$ cat src/rtl/mux_scan_sequencer.sv
// Scan sequencer for an 8:1 one-bit mux: steps through enabled channels, settles, samples, builds a frame.
// Optional SCAN_PARITY_EN adds a frame_parity output (XOR of the completed frame).
module mux_scan_sequencer #(
    parameter int DW = 4
) (
    input  logic          clk,
    input  logic          rst,
    input  logic          start,
    input  logic          stop,
    input  logic [7:0]    en_mask,
    input  logic [DW-1:0] dwell,
    input  logic          mux_out,
    output logic          s2,
    output logic          s1,
    output logic          s0,
    output logic          busy,
    output logic          sample_valid,
    output logic [2:0]    sample_ch,
    output logic          sample_bit,
    output logic [7:0]    frame,
    output logic          frame_valid
`ifdef SCAN_PARITY_EN
    ,
    output logic          frame_parity
`endif
);

    typedef enum logic [1:0] {
        IDLE,
        SETTLE,
        SAMPLE
    } state_t;

    state_t        state, state_d;
    logic [7:0]    mask_q, mask_d;
    logic [DW-1:0] dwell_q, dwell_d;
    logic [DW-1:0] cnt, cnt_d;
    logic [2:0]    sel, sel_d;
    logic          busy_d;
    logic          sample_valid_d;
    logic [2:0]    sample_ch_d;
    logic          sample_bit_d;
    logic [7:0]    frame_d;
    logic          frame_valid_d;
    logic [2:0]    first_ch;
    logic [2:0]    next_ch;
    logic          next_found;
`ifdef SCAN_PARITY_EN
    logic          parity_q, parity_d;
`endif

    assign s2 = sel[2];
    assign s1 = sel[1];
    assign s0 = sel[0];
`ifdef SCAN_PARITY_EN
    assign frame_parity = parity_q;
`endif

    // Lowest enabled channel of the incoming mask, used when a scan is accepted.
    always_comb begin
        first_ch = 3'd0;
        for (int i = 7; i >= 0; i--) begin
            if (en_mask[i]) first_ch = 3'(i);
        end
    end

    // Next enabled channel strictly above the current select, from the latched mask.
    always_comb begin
        next_ch    = 3'd0;
        next_found = 1'b0;
        for (int i = 7; i >= 0; i--) begin
            if (mask_q[i] && (3'(i) > sel)) begin
                next_ch    = 3'(i);
                next_found = 1'b1;
            end
        end
    end

    always_comb begin
        state_d        = state;
        mask_d         = mask_q;
        dwell_d        = dwell_q;
        cnt_d          = cnt;
        sel_d          = sel;
        busy_d         = busy;
        sample_valid_d = 1'b0;
        sample_ch_d    = sample_ch;
        sample_bit_d   = sample_bit;
        frame_d        = frame;
        frame_valid_d  = 1'b0;
`ifdef SCAN_PARITY_EN
        parity_d       = parity_q;
`endif
        // stop outranks everything, including the final sample of a scan
        if (stop) begin
            state_d = IDLE;
            busy_d  = 1'b0;
        end else begin
            case (state)
                IDLE: begin
                    if (start && (en_mask != 8'd0)) begin
                        mask_d   = en_mask;
                        dwell_d  = dwell;
                        frame_d  = 8'd0;
                        sel_d    = first_ch;
                        cnt_d    = dwell;
                        busy_d   = 1'b1;
                        state_d  = SETTLE;
`ifdef SCAN_PARITY_EN
                        parity_d = 1'b0;
`endif
                    end
                end
                SETTLE: begin
                    if (cnt == '0) state_d = SAMPLE;
                    else           cnt_d   = cnt - DW'(1);
                end
                SAMPLE: begin
                    frame_d[sel]   = mux_out;
                    sample_bit_d   = mux_out;
                    sample_ch_d    = sel;
                    sample_valid_d = 1'b1;
                    if (next_found) begin
                        sel_d   = next_ch;
                        cnt_d   = dwell_q;
                        state_d = SETTLE;
                    end else begin
                        frame_valid_d = 1'b1;
                        busy_d        = 1'b0;
                        state_d       = IDLE;
`ifdef SCAN_PARITY_EN
                        parity_d      = ^frame_d;
`endif
                    end
                end
                default: begin
                    state_d = IDLE;
                    busy_d  = 1'b0;
                end
            endcase
        end
    end

    always_ff @(posedge clk) begin
        if (rst) begin
            state        <= IDLE;
            mask_q       <= 8'd0;
            dwell_q      <= '0;
            cnt          <= '0;
            sel          <= 3'd0;
            busy         <= 1'b0;
            sample_valid <= 1'b0;
            sample_ch    <= 3'd0;
            sample_bit   <= 1'b0;
            frame        <= 8'd0;
            frame_valid  <= 1'b0;
`ifdef SCAN_PARITY_EN
            parity_q     <= 1'b0;
`endif
        end else begin
            state        <= state_d;
            mask_q       <= mask_d;
            dwell_q      <= dwell_d;
            cnt          <= cnt_d;
            sel          <= sel_d;
            busy         <= busy_d;
            sample_valid <= sample_valid_d;
            sample_ch    <= sample_ch_d;
            sample_bit   <= sample_bit_d;
            frame        <= frame_d;
            frame_valid  <= frame_valid_d;
`ifdef SCAN_PARITY_EN
            parity_q     <= parity_d;
`endif
        end
    end

endmodule

$ cat config.mk
export PLATFORM = sky130hd
export DESIGN_NAME = mux_scan_sequencer
export DESIGN_NICKNAME = d
export VERILOG_FILES = /design/src/rtl/mux_scan_sequencer.sv
export SDC_FILE = /design/constraint.sdc
export NUM_CORES = 1
export LEC_CHECK = 0
export ABC_AREA = 1
export CORE_MARGIN = 2
export CORE_UTILIZATION = 30
export DETAILED_ROUTE_END_ITERATION = 6
export GPL_TIMING_DRIVEN = 0
export PLACE_DENSITY = 0.57
export SLEW_MARGIN = 5
export SYNTH_ARGS = -nofsm -noshare
export SYNTH_HDL_FRONTEND = slang
export SYNTH_SLANG_ARGS = --single-unit
$ cat constraint.sdc
create_clock -name clk -period 2.15 [get_ports clk]
set_input_delay 0.43 -clock clk [delete_from_list [all_inputs] [get_ports clk]]
set_output_delay 0.43 -clock clk [all_outputs]
set_load 0.02 [all_outputs]
==> results of run 1 <==
-- flip-flops by register name, summed over array words and instances (netlist names), 2 cells and up --
register	cells
sel	3
dwell_q	4
frame	8
state	2
mask_q	7
sample_ch	3
cnt	4
-- through the flow --
stage | setup slack, ns | cells | hold slack (ns)
after floorplan | 0.502 | 277 | 0.429
after global placement | -0.0600 | 387 | 0.444
after detailed placement | -0.0741 | 387 | 0.447
after CTS | 0.197 | 393 | 0.457
after global routing | 0.0352 | 393 | 0.485
final | 0.191 | 393 | 0.457
-- final cells by class --
cell class | instances | area share (%)
Buffer | 6 | 1.19
Clock buffer | 6 | 3.00
Inverter | 33 | 5.12
Multi-Input combinational cell | 203 | 44.1
Sequential cell | 35 | 29.0
Tap cell | 77 | 3.98
Timing Repair Buffer | 33 | 13.7
-- timing repair --
action / 4_1_cts / 5_1_grt
buffers inserted: 0 / 0
gates resized for setup: 0 / 1
endpoints found under the setup margin: 0 / 1
hold endpoints to repair: 0 / 0
-- cell families (layout without fill, tap and decap cells) --
family	Yosys count	count (layout)	synth area share (%)
AOI/OAI and AO/OA	58	58	18.6
adders and majority gates	6	6	3.92
buffers and inverters	39	78	7.97
DFF	35	35	36.6
and+or+nand+nor	139	139	33.0
-- path summary, 6_finish.rpt --
check / cells after the start / slack [ns] / start / endpoint
max: 8 / 0.19 / en_mask[2] / frame[3]
min: 2 / 0.46 / mask_q[1] / mask_q[1]
max reg2reg: 11 / 0.26 / state[0] / sel[0]
min reg2reg: 2 / 0.46 / mask_q[1] / mask_q[1]
-- layout by cell type, fill, tap and decap left out, types with 2 or more instances in the layout --
master            n
nand2_1          61
dfxtp_1          35
clkdlybuf4s50_1  33
nor2_1           31
inv_1            29
a21oi_1          28
nand3_1          22
o21ai_0          14
nor3_1            6
ha_1              6
o21bai_1          5
clkbuf_8          5
clkbuf_1          4
nor3b_1           4
nor2_4            3
inv_2             3
nand4_1           3
buf_2             2
nor2_2            2
nand3_2           2
or2_2             2
nand2_2           2
o21a_1            2
-- layer usage --
metal | share of wire [%] | vias up
li1 | - | 984
met1 | 48 | 841
met2 | 47 | 33
met3 | 3.2 | 7
met4 | 1.2 | 0
met5 | 0 | -
-- tightest hold or removal path, cell delays in order (launching register included) --
cell and delay (ns):
dfxtp_1 0.30, inv_1 0.06, a21oi_1 0.05
-- synth_stat cells, types with 3 or more instances --
master / n
o21bai_1: 5
nor2_1: 31
ha_1: 6
a21oi_1: 28
nor3b_1: 4
nor2_2: 3
nand2_1: 61
clkbuf_1: 3
inv_1: 29
nand3_1: 22
dfxtp_1: 35
nand4_1: 3
o21ai_0: 14
nor3_1: 6
inv_2: 3
-- where the power goes --
part	switching, W	internal (W)
clock network	0.000233	0.000216
registers	0.0000279	0.000689
logic	0.000263	0.000165
==> impl_metrics.ini, run 1 <==
[outcome]
outcome = completed

[grt]
met1_usage_pct = 18.5
grt_usage_pct = 14.5
grt_max_degree = 11
busiest_layer = met2
grt_first_pass_wirelength_microns = 8180
antenna_found_initial = 0
grt_pass1_vias = 1756
gr-total-overflow = 0
grtUsageMet2_pct = 24.0
grt_util_met3_pct = 2.97

[synth]
ys_types = 33
synth_edf_count = 0
synth_largest_area_cell = dfxtp_1
synth-seq-area-share_pct = 36.6
synth-seq-cells = 35
syn_area_sq_mm = 0.00192
synth-async-reset-ratio_pct = 0
netlist_top_cells_area = dfxtp_1 (37%), nand2_1 (12%), a21oi_1 (7.3%)
syn_inst = 277
synth_nets = 300
ys.flop_type = dfxtp_1
yosysWarningCount = 0
synth_top_area_share_pct = 36.6
syn_area_per_cell_sq_um = 6.92

[clocking]
cts_tree = yes
numCtsBuffers = 5
clock_sinks = 35
cts.path.max_buffers = 2
clk_pin_slew_ns = 0.07
insertion_delay_ns = 0.30
clockRootBuffer = clkbuf_8
htree_levels = 2
cts_hold_buf = 0

[worst_setup_path]
cp.required_ns = 2.33
max_stage_delay_ns = 0.46
critPathTopFamily = simple AND/OR/NAND/NOR gates
path_class = in -> reg
worst-path-max-fanout = 10
cpMostUsedCell = nand2_1
crit_buf_inv = 1
cp_slowest_cell = clkdlybuf4s50_1
worstPathCellList = clkdlybuf4s50_1 -> nor2_1 -> nand2_1 -> o21ai_4 -> nand2_1 -> nand2_2 -> o21bai_1 -> nor3b_1
worstPathArrival_ns = 2.14
endpoint_kind = flop
setup.worst_path.start_class = input pin

[detailed_routing]
detail-route-antenna-nets = 0
drtPass1Iterations = 4
drt_iter0_markers = 103
drc_errors = 0
vias = 1865
via_per_inst = 4.75
routedWlPerCell_microns = 12.4
drt-total-wl_microns = 4880

[floorplanning]
rows = 29
die_area_sq_mm = 0.00704
core_sq_mm = 0.00628
die-width_microns = 83.9
io_pins = 35
initial_core_util_pct = 30.5
die_h_microns = 83.9

[placed_design]
placed_area_sq_mm = 0.00234
globalplace.congestion = 0.814
hpwl_microns = 3780
port_buffers = 33

[pwr]
totalPowerFinal_w = 0.00159
peakVddDrop_v = 0.000257
power_leakage_nw = 1.01
power_density_mw_per_mm2 = 659

[min_path]
min_path_type = reg -> reg

[timing]
finalClockSkew_ns = 0.00570
relSlewSlack_pct = 68.4
setup_violations = 0
fin_crit_ns = 1.96
hold_violations = 0
slew_violations = 0
tightest_slew_ns = 0.474
finalCritPeriodShare_pct = 91.1
setup-tns-final_ns = 0
rsz0062_at_grt = no
fmax_ghz = 0.510

[job]
timing.max_cap.violations = 0

[finish]
synthToLayoutAreaGrowth_pct = 26.3
fin_area_sq_mm = 0.00242
fillCellCount = 659
diodes = 0
multiInputGateArea_sq_mm = 0.00107
drive_gt1_share_pct = 8.86
fin_nets = 340
post-route-util_pct = 38.5
regArea_sq_um = 701
(Power assumes the default switching activity.)
==> run 2: changes to the inputs <==
--- a/config.mk
+++ b/config.mk
@@ -10,7 +10,7 @@
 export CORE_UTILIZATION = 30
 export DETAILED_ROUTE_END_ITERATION = 6
 export GPL_TIMING_DRIVEN = 0
-export PLACE_DENSITY = 0.57
+export PLACE_DENSITY = 0.48
 export SLEW_MARGIN = 5
 export SYNTH_ARGS = -nofsm -noshare
 export SYNTH_HDL_FRONTEND = slang
==> impl_metrics.ini, run 2 (synthesized netlist as in run 1, its figures left out) <==
[outcome]
outcome = completed

[finish]
mostFrequentLayoutCells = nand2_1 (61), dfxtp_1 (35), clkdlybuf4s50_1 (33)
drive_gt1_share_pct = 9.43
fillCellCount = 683
top_register = frame
fin_nets = 340
largest_reg_flops = 8
reg_top3 = frame x8, mask_q x7
post-route-util_pct = 39.0
synthToLayoutAreaGrowth_pct = 27.8
diodes = 0
final_common_cell = nand2_1

[detailed_routing]
drc_errors = 0
vias = 1836
drt-total-wl_microns = 4930
detail-route-antenna-nets = 0
routedWlPerCell_microns = 12.5
via_per_inst = 4.65
drt_iter0_markers = 63
drtPass1Iterations = 4

[floorplanning]
initial_core_util_pct = 30.5
rows = 29
die_area_sq_mm = 0.00704
die-width_microns = 83.9
die_h_microns = 83.9
core_sq_mm = 0.00628
io_pins = 35

[timing]
fin_crit_ns = 1.93
finalCritPeriodShare_pct = 90.0
fmax_ghz = 0.517
finalClockSkew_ns = 0.00456
hold_violations = 0
tightest_slew_ns = 0.542
slew_violations = 0
setup_violations = 0
fin_worst_hold_slack_ns = 0.459
relSlewSlack_pct = 63.9

[clocking]
clock_sinks = 35
clockRootBuffer = clkbuf_8
htree_levels = 2
postCtsSetupBuffers = 0
insertion_delay_ns = 0.28
numCtsBuffers = 5
cts.path.max_buffers = 2
cts_tree = yes
cts_hold_buf = 0
clk_pin_slew_ns = 0.07

[min_path]
min_path_type = reg -> reg

[job]
timing.max_cap.violations = 0

[worst_setup_path]
critPathTopFamily = simple AND/OR/NAND/NOR gates
worstPathArrival_ns = 2.09
cpMostUsedCell = nand2_1
max_stage_delay_ns = 0.44
worstPathCellList = clkdlybuf4s50_1 -> nor2_1 -> nand2_1 -> o21ai_4 -> nand2_1 -> nand2_2 -> o21bai_1 -> nor3b_1
crit_buf_inv = 1
cp_slowest_cell = clkdlybuf4s50_1
worst-path-max-fanout = 10
setup.worst_path.start_class = input pin
endpoint_kind = flop
cp.required_ns = 2.31
path_class = in -> reg

[grt]
antenna_found_initial = 0
grt_first_pass_wirelength_microns = 8380
gr-total-overflow = 0
grt_max_degree = 11
grt_usage_pct = 14.6
grt_pass1_vias = 1798

[placed_design]
globalplace.congestion = 0.843
port_buffers = 33
hpwl_microns = 3920

[pwr]
peakVddDrop_v = 0.000289
totalPowerFinal_w = 0.00167
power_leakage_nw = 1.03
power_density_mw_per_mm2 = 684
[run 2: cell types whose count changed in the layout (fill, tap and decap cells not counted), sizes merged]
cell | before | now
clkbuf | 9 | 11
[run 2: repair_timing]
item,4_1_cts,5_1_grt
hold endpoints to repair,0,0
gates resized for setup,0,1
setup endpoints to repair,0,2
[run 2: cell type report]
class,count,area (sq um),share of cell area (%)
Multi-Input combinational cell,203,1070,43.6
Sequential cell,35,701,28.6
Timing Repair Buffer,33,330,13.5
Inverter,33,124,5.06
Clock buffer,8,100,4.09
Tap cell,77,96.3,3.94
Buffer,6,28.8,1.18
[run 2: tightest hold or removal path, stage by stage, from the launching register on]
cell and delay, ns:
dfxtp_1 0.30, inv_1 0.06, a21oi_1 0.05
[run 2: routing by layer]
metal,GRT usage (%),vias to the layer above,share of wire [%]
met5,0,-,0
met2,25.7,20,48
li1,-,992,-
met1,18.5,822,49
met3,2.87,2,2.3
met4,3.08,0,0.45
[run 2: final timing paths]
| check | from | to | slack, ns | depth (start not counted) |
|---|---|---|---|---|
| worst max-delay path | en_mask[2] | frame[0] | 0.22 | 8 |
| worst min-delay path | mask_q[1] | mask_q[1] | 0.46 | 2 |
| worst max register to register | state[0] | sel[0] | 0.25 | 11 |
| worst min register to register | mask_q[1] | mask_q[1] | 0.46 | 2 |
[run 2: where the power goes]
group	switching [W]	internal [W]	total, W
Clock	0.000236	0.000293	0.000529
Combinational	0.000264	0.000165	0.000429
Sequential	0.0000283	0.000689	0.000717
Total	0.000528	0.00115	0.00167
[run 2: through the flow]
step           setup TNS [ns]  area (sq um)  std cells  setup slack, ns
6_report                    0          2450        395            0.215
5_1_grt             -0.000862          2450        395        -0.000862
4_1_cts                     0          2440        395            0.174
3_5_place_dp           -0.556          2340        387          -0.0766
3_3_place_gp           -0.669          2340        387          -0.0758
2_1_floorplan               0          1920        277            0.502
==> run 3: changes to the inputs <==
--- a/config.mk
+++ b/config.mk
@@ -8,6 +8,7 @@
 export ABC_AREA = 1
 export CORE_MARGIN = 2
 export CORE_UTILIZATION = 30
+export CTS_BUF_LIST = sky130_fd_sc_hd__clkbuf_16
 export DETAILED_ROUTE_END_ITERATION = 6
 export GPL_TIMING_DRIVEN = 0
 export PLACE_DENSITY = 0.48
==> impl_metrics.ini, run 3 (synthesized netlist as in run 1, its figures left out) <==
[worst_setup_path]
endpoint_kind = flop
worstPathArrival_ns = 2.07
setup.worst_path.start_class = input pin
r2r-end = sel[0]
cpMostUsedCell = nand2_1
r2r-start = state[0]
reg2reg_slack_ns = 0.23
critPathLaunch = en_mask[2]
cp.required_ns = 2.29
worstPathCellList = clkdlybuf4s50_1 -> nor2_1 -> nand2_1 -> o21ai_4 -> nand2_1 -> nand3_2 -> nand2_1 -> nand2_1 -> nor2_1
worst-path-max-fanout = 7
cp_slowest_cell = clkdlybuf4s50_1
reg2regPathDepth = 11
path_class = in -> reg
max_stage_delay_ns = 0.44

[pwr]
power_density_mw_per_mm2 = 733
power_leakage_nw = 1.05
p_seq_share_pct = 39.4
p_clk_share_pct = 37.0
peakVddDrop_v = 0.000367
switchingPower_w = 0.000552
totalPowerFinal_w = 0.00182
switching_share_pct = 30.2
power_frac_comb_pct = 23.6
internal_power_w = 0.00127

[timing]
tightest_slew_ns = 0.544
fmax_ghz = 0.519
relSlewSlack_pct = 63.8
slew_violations = 0
finalCritPeriodShare_pct = 89.6
hold_violations = 0
setup_violations = 0
fin_crit_ns = 1.93
setup-tns-final_ns = 0
finalClockSkew_ns = 0.00380

[min_path]
holdPathStages = 2
min_path_type = reg -> reg
min_to = mask_q[1]
worstHoldStart = mask_q[1]

[placed_design]
port_buffers = 33
globalplace.congestion = 0.843
placedCellCount = 387
hpwl_microns = 3920

[floorplanning]
core_sq_mm = 0.00628
initial_core_util_pct = 30.5
rows = 29
die_area_sq_mm = 0.00704
die_h_microns = 83.9
io_pins = 35
die-width_microns = 83.9

[clocking]
clk_pin_slew_ns = 0.05
cts_tree = yes
clock_sinks = 35
cts.path.max_buffers = 2
htree_levels = 2
insertion_delay_ns = 0.28
numCtsBuffers = 5
clockRootBuffer = clkbuf_16

[finish]
final_common_cell = nand2_1
top_register = frame
mostFrequentLayoutCells = nand2_1 (61), dfxtp_1 (35), clkdlybuf4s50_1 (33)
drive_gt1_share_pct = 8.81
largest_reg_flops = 8
diodes = 0
synthToLayoutAreaGrowth_pct = 29.9
fin_nets = 340
instances_no_fill = 395
reg_top3 = frame x8, mask_q x7

[outcome]
outcome = completed

[detailed_routing]
drt_iter0_markers = 53
drt-total-wl_microns = 4950
drtPass1Iterations = 4
via_per_inst = 4.69
routedWlPerCell_microns = 12.5
detail-route-antenna-nets = 0
drc_errors = 0
vias = 1854

[grt]
grt_usage_pct = 14.8
grt_pass1_vias = 1787
grt_max_degree = 11
antenna_found_initial = 0
grt_first_pass_wirelength_microns = 8400
gr-total-overflow = 0

[job]
timing.max_cap.violations = 0
-- run 3: worst max path at each step --
stage	endpoint	slack [ns]
3_3_place_gp	frame[3]	-0.08
3_5_place_dp	frame[4]	-0.08
2_1_floorplan	frame[0]	0.50
4_1_cts	frame[4]	0.17
6_report	cnt[3]	0.22
5_1_grt	sel[0]	-0.002
-- run 3: area by class of cell --
cell class | count | area (sq um)
inverter | 33 | 124
sequential | 35 | 701
tap | 77 | 96.3
timing repair buffer | 33 | 330
fill | 672 | 3790
multi-input combinational | 203 | 1070
clock inverter | 3 | 11.3
clock buffer | 5 | 125
buffer | 6 | 28.8
-- run 3: stage by stage --
step	utilization [%]	setup slack, ns	cell area, sq um	hold WS [ns]
final	39.6	0.224	2490	0.458
after global routing	39.6	-0.00215	2490	0.477
after CTS	39.5	0.175	2480	0.460
after detailed placement	37.3	-0.0766	2340	0.451
after global placement	37.3	-0.0758	2340	0.450
after floorplan	-	0.502	1920	0.429
-- run 3: layer usage --
| layer | wire length (microns) | GRT usage [%] | vias to the layer above |
|---|---|---|---|
| met3 | 111 | 2.87 | 5 |
| met5 | 0 | 0 | - |
| met1 | 2410 | 19.0 | 834 |
| li1 | - | - | 994 |
| met4 | 42 | 3.96 | 0 |
| met2 | 2380 | 25.3 | 21 |
-- run 3: critical path: cells and delay by family --
kind                   cells  cell delay, ns
and+or+nand+nor            7            0.95
buffers and inverters      1            0.44
AOI/OAI and AO/OA          1            0.24
-- run 3: power by group through the flow --
| stage | sequential, W | combinational [W] | clock [W] |
|---|---|---|---|
| 5_1_grt | 0.000724 | 0.000487 | 0.000724 |
| 3_3_place_gp | 0.000732 | 0.000429 | 0 |
| 3_5_place_dp | 0.000733 | 0.000428 | 0 |
| 2_1_floorplan | 0.000744 | 0.000274 | 0 |
| 6_report | 0.000719 | 0.000431 | 0.000675 |
| 4_1_cts | 0.000719 | 0.000430 | 0.000691 |
-- run 3: timing repair --
item,4_1_cts,5_1_grt
gates resized for setup,0,2
setup endpoints to repair,0,2
hold buffers,0,0
buffers inserted,0,0
